==> src/rtl/cart_loader.sv <==
// iNES image loader: parses and validates the 16-byte header, publishes the mapper config,
// then streams the PRG and CHR payloads onto the cart bus ports as single-cycle writes.
module cart_loader #(
  parameter int PRG_BANKS_MAX = 1,
  parameter int CHR_BANKS_MAX = 1
) (
  input  logic        clk_in,
  input  logic        rst_in,
  input  logic        start_in,
  input  logic [7:0]  data_in,
  input  logic        data_valid_in,
  output logic        ready_out,
  output logic [39:0] cfg_out,
  output logic        cfg_upd_out,
  output logic        prg_nce_out,
  output logic [14:0] prg_a_out,
  output logic        prg_r_nw_out,
  output logic [7:0]  prg_d_out,
  output logic [13:0] chr_a_out,
  output logic        chr_r_nw_out,
  output logic [7:0]  chr_d_out,
  output logic        busy_out,
  output logic        done_out,
  output logic        err_out
);
  typedef enum logic [2:0] {
    S_IDLE, S_HDR, S_TRAIN, S_PRG, S_CHR, S_DONE, S_ERR
  } state_t;

  localparam logic [7:0] PRG_MAX = 8'(PRG_BANKS_MAX);
  localparam logic [7:0] CHR_MAX = 8'(CHR_BANKS_MAX);

  state_t      state_reg, state_next;
  logic [15:0] cnt_reg;
  logic [39:0] shadow_reg;
  logic        beat, magic_bad, hdr_ok, last_beat, trainer;
  logic [7:0]  magic, prg_units, chr_units;
  logic [23:0] cnt_ext, prg_last, chr_last;

  assign beat      = data_valid_in & ready_out;
  assign prg_units = shadow_reg[7:0];
  assign chr_units = shadow_reg[15:8];
  assign trainer   = shadow_reg[18];
  assign cnt_ext   = {8'd0, cnt_reg};
  assign prg_last  = {2'd0, prg_units, 14'd0} - 24'd1;
  assign chr_last  = {3'd0, chr_units, 13'd0} - 24'd1;

  always_comb begin
    case (cnt_reg[1:0])
      2'd0:    magic = 8'h4E;
      2'd1:    magic = 8'h45;
      2'd2:    magic = 8'h53;
      default: magic = 8'h1A;
    endcase
  end

  assign magic_bad = (cnt_reg < 16'd4) && (data_in != magic);
  assign hdr_ok    = (prg_units != 8'd0) && (prg_units <= PRG_MAX) && (chr_units <= CHR_MAX);

  always_comb begin
    last_beat = 1'b0;
    case (state_reg)
      S_HDR:   last_beat = (cnt_reg == 16'd15);
      S_TRAIN: last_beat = (cnt_reg == 16'd511);
      S_PRG:   last_beat = (cnt_ext == prg_last);
      S_CHR:   last_beat = (cnt_ext == chr_last);
      default: last_beat = 1'b0;
    endcase
  end

  always_ff @(posedge clk_in or posedge rst_in) begin
    if (rst_in) state_reg <= S_IDLE;
    else        state_reg <= state_next;
  end

  always_comb begin
    state_next = state_reg;
    case (state_reg)
      S_IDLE, S_DONE, S_ERR: if (start_in) state_next = S_HDR;
      S_HDR: begin
        if (beat) begin
          if (magic_bad)                state_next = S_ERR;
          else if (last_beat && !hdr_ok) state_next = S_ERR;
          else if (last_beat)           state_next = trainer ? S_TRAIN : S_PRG;
        end
      end
      S_TRAIN: if (beat && last_beat) state_next = S_PRG;
      S_PRG:   if (beat && last_beat) state_next = (chr_units == 8'd0) ? S_DONE : S_CHR;
      S_CHR:   if (beat && last_beat) state_next = S_DONE;
      default: state_next = S_IDLE;
    endcase
  end

  always_comb begin
    ready_out = 1'b0;
    busy_out  = 1'b0;
    done_out  = 1'b0;
    err_out   = 1'b0;
    case (state_reg)
      S_HDR, S_TRAIN, S_PRG, S_CHR: begin
        ready_out = 1'b1;
        busy_out  = 1'b1;
      end
      S_DONE:  done_out = 1'b1;
      S_ERR:   err_out  = 1'b1;
      default: ;
    endcase
  end

  // Beat counter restarts at zero whenever the state changes.
  always_ff @(posedge clk_in or posedge rst_in) begin
    if (rst_in)                        cnt_reg <= 16'd0;
    else if (state_next != state_reg)  cnt_reg <= 16'd0;
    else if (beat)                     cnt_reg <= cnt_reg + 16'd1;
  end

  always_ff @(posedge clk_in or posedge rst_in) begin
    if (rst_in) begin
      shadow_reg  <= 40'd0;
      cfg_out     <= 40'd0;
      cfg_upd_out <= 1'b0;
    end else begin
      cfg_upd_out <= 1'b0;
      if (state_reg == S_HDR && beat) begin
        case (cnt_reg)
          16'd4:   shadow_reg[7:0]   <= data_in;
          16'd5:   shadow_reg[15:8]  <= data_in;
          16'd6:   shadow_reg[23:16] <= data_in;
          16'd7:   shadow_reg[31:24] <= data_in;
          16'd8:   shadow_reg[39:32] <= data_in;
          default: ;
        endcase
        if (last_beat && hdr_ok) begin
          cfg_out     <= shadow_reg;
          cfg_upd_out <= 1'b1;
        end
      end
    end
  end

  // Payload writes land one cycle after the beat and last exactly one cycle.
  always_ff @(posedge clk_in or posedge rst_in) begin
    if (rst_in) begin
      prg_nce_out  <= 1'b1;
      prg_r_nw_out <= 1'b1;
      prg_a_out    <= 15'd0;
      prg_d_out    <= 8'd0;
      chr_r_nw_out <= 1'b1;
      chr_a_out    <= 14'd0;
      chr_d_out    <= 8'd0;
    end else begin
      prg_nce_out  <= 1'b1;
      prg_r_nw_out <= 1'b1;
      chr_r_nw_out <= 1'b1;
      if (state_reg == S_PRG && beat) begin
        prg_nce_out  <= 1'b0;
        prg_r_nw_out <= 1'b0;
        prg_a_out    <= cnt_reg[14:0];
        prg_d_out    <= data_in;
      end
      if (state_reg == S_CHR && beat) begin
        chr_r_nw_out <= 1'b0;
        chr_a_out    <= {1'b0, cnt_reg[12:0]};
        chr_d_out    <= data_in;
      end
    end
  end
endmodule

==> config.mk <==
export PLATFORM = sky130hd
export DESIGN_NAME = cart_loader
export DESIGN_NICKNAME = d
export VERILOG_FILES = /design/src/rtl/cart_loader.sv
export SDC_FILE = /design/constraint.sdc
export NUM_CORES = 1
export LEC_CHECK = 0
export CAP_MARGIN = 20
export CORE_MARGIN = 4
export CORE_UTILIZATION = 45
export CTS_BUF_LIST = sky130_fd_sc_hd__clkbuf_8
export DETAILED_ROUTE_END_ITERATION = 8
export HOLD_SLACK_MARGIN = 0.03
export MAX_ROUTING_LAYER = met4
export PLACE_DENSITY = 0.69
export RECOVER_POWER = 50
export SLEW_MARGIN = 0
export SYNTH_ARGS = -nofsm -noshare
export SYNTH_HDL_FRONTEND = slang
export SYNTH_SLANG_ARGS = --single-unit
==> constraint.sdc <==
create_clock -name clk_in -period 10.77 [get_ports clk_in]
set_input_delay 2.154 -clock clk_in [delete_from_list [all_inputs] [get_ports clk_in]]
set_output_delay 2.154 -clock clk_in [all_outputs]
set_load 0.05 [all_outputs]
==> impl_metrics.ini <==
[synth]
syn-mean-instance-area_um2 = 13.1
ys.warnings.count = 0
ys_seq_area_share_pct = 56.1
yosys.area.top_type = dfrtp_1
synth-edff-count = 0
synthesized_net_count = 519
yosys-top-cells-area = dfrtp_1 (55%), mux2_2 (14%), mux2_4 (6.2%), and2_1 (1.6%), xnor2_1 (1.6%)
portion_of_synthesized_cell_area_occupied_by_the_leading_cell_type_pct = 55.3
syn-cell-area_mm2 = 0.00652
cell_count_after_synthesis = 499
synth_ff_type = dfrtp_1
asyncSetResetFlopFracSynth_pct = 100
synth.distinct_cells = 57
ys_seq_elements = 146

[job]
drv.max_cap_violation_count = 2

[die]
initial_utilization_pct = 46.4
design.die.area_mm2 = 0.0165
core_mm2 = 0.0140
die_outline_width_um = 128
top_level_ports = 105
std_cell_rows = 43
dieHeight_um = 128

[global_routing]
maximum_number_of_pins_on_one_net_before_global_route_repair = 75
grt-ovfl-total = 0
first_pass_grt_wire_length_um = 24200
grt_use_total_pct = 19.7
grt_pass1_vias = 4536
grt_antenna_before_repair = 0

[final_layout]
area_growth_syn_to_layout_pct = 24.5
final_util_pct = 57.8
nNetsFinal = 620
antenna-diode-count = 0
post_route_cells_drive_above_1_share_pct = 25.0
final-instance-count-excl-fill = 793

[placed_design]
dp.final_hpwl_um = 10200
gp_congestion = 0.844
dp_cells = 759
place.port_buffers = 103

[critical_path]
crit_fanout = 41
startpoint_type = primary input
r2r-start = state_reg[1]
crit_required_ns = 11.08
worst_ep_arrival_time_ns = 5.65
crit_type = in -> reg
cp_capture_type = flip-flop
crit_path_start = data_valid_in

[clock_network]
clock_tree.root_cell = clkbuf_8
postCtsResizedCells = 0
numClockSinks = 146
post_cts.repair.setup_buffers = 0
cts_buffer_depth = 2
cts_inserted_buffers = 17
cts.clk_slew.worst_paths_ns = 0.08
clock_tree_from_tritoncts = built
cts-hold-fix-buffers = 0
htree_levels = 4
clock_insertion_delay_worst_skew_ns = 0.45

[sta]
finalCritPeriodShare_pct = 49.6
finalSetupViolCount = 0
skew_ns = 0.0145
number_of_pins_with_negative_max_slew_slack_in_the_final_report = 117
unrepaired_setup_endpoints_after_global_routing = no
max_slew_margin_vs_limit_pct = -118
fin_setup_tns_ns = 0
period_minus_slack_ns = 5.34
clock.fmax_ghz = 0.187
tightest_slew_ns = 3.26
whs_ns = 0.483
timing.final.hold_violations = 0

[min_path]
path_class_of_the_lowest_slack_min_delay_path = reg -> reg
min_delay_startpoint = prg_a_out[12]

[route]
1st_pass_router_iterations = 4
detail_route.vias_per_cell = 5.38
dr.first_iter.drc_count = 220
detail_route.drc_violations = 0
post_drt_wl_per_cell_um = 18.6
vias = 4268
routed_wirelength_um = 14700
route.antenna.remaining_nets = 0

[power_and_ir_drop]
p_leak_nw = 4.00
power.density_mw_per_mm2 = 207
vdd_drop_max_v = 0.000163
power_mw = 1.68

[run_status]
run_status = finished, violations left
failed_checks = capacitance limit, slew limit
report_power, final:
group / leakage (nW) / total, mW / switching [mW] / internal (mW)
Sequential: 2.00 / 0.650 / 0.0500 / 0.600
Clock: 0.243 / 0.492 / 0.201 / 0.292
Combinational: 1.77 / 0.540 / 0.355 / 0.186
layout by cell type (no fill, tap or decap), drive strengths merged, types with 5 or more instances in the layout:
master / instances
nor2b: 5
a31oi: 5
a21oi: 21
nand2: 24
clkdlybuf4s50: 36
nor3: 8
nor4: 5
clkbuf: 22
xor2: 12
and3: 5
dlygate4sd3: 67
dfrtp: 144
ha: 8
xnor2: 12
nand3: 12
mux2: 108
bufinv: 5
o21ai: 13
nor2: 21
and2: 17
inv: 15
synthesized netlist by cell type (all sizes together), types with 4 or more instances:
library cell,n
dfrtp,144
ha,8
nor3b,4
o21ai,13
buf,11
nor2,21
nand3,12
a31oi,5
nand2,24
nand2b,4
nor4,5
clkbuf,14
and3,5
xnor2,12
inv,13
and2,17
xor2,12
nor3,8
mux2,108
a21oi,21
nor2b,5
or4,4
area by class of cell:
class	instances	area (µm²)
Fill cell	1147	5920
Multi-Input combinational cell	315	2670
Sequential cell	146	3660
Clock buffer	20	275
Tap cell	180	225
Clock inverter	12	188
Timing Repair Buffer	107	1050
Inverter	13	50.0
per-stage QoR:
step / setup slack [ns] / instance area [µm²]
3_3_place_gp: 6.08 / 7660
4_1_cts: 6.22 / 8130
6_report: 5.43 / 8120
3_5_place_dp: 5.89 / 7660
5_1_grt: 4.98 / 8120
2_1_floorplan: 4.70 / 6520
per-layer routing:
layer | wire, µm | track usage [%] | vias to the layer above
met5 | 0 | - | -
met4 | 283 | 6.80 | 0
li1 | - | - | 1949
met2 | 7050 | 29.8 | 110
met1 | 6450 | 25.2 | 2184
met3 | 937 | 6.06 | 25
worst max-delay path: stages:
cell and delay (ns):
dlygate4sd3_1 0.66, nand2b_1 0.14, nor2_1 0.21, nand3_1 1.58, mux2_4 0.88
cell families after synthesis:
logic type / synth area share [%]
xor gates and xnor gates: 3.22
AOI/OAI and AO/OA: 5.66
buffers and inverters: 2.78
adders and majority gates: 1.53
DFF: 56.1
muxes: 20.4
other: 0.0575
and+or+nand+nor: 10.3
final timing paths:
kind / to / cells after the start / slack [ns]
worst max register to register: cfg_out[33] / 7 / 5.87
worst min register to register: prg_a_out[12] / 2 / 0.48
min in group asynchronous: cfg_out[20] / 2 / 3.12
worst min-delay path: prg_a_out[12] / 2 / 0.48
worst max-delay path: cfg_out[33] / 5 / 5.43
max in group asynchronous: cfg_out[11] / 3 / 5.65
Note: power is estimated with default switching activity, not from simulation.
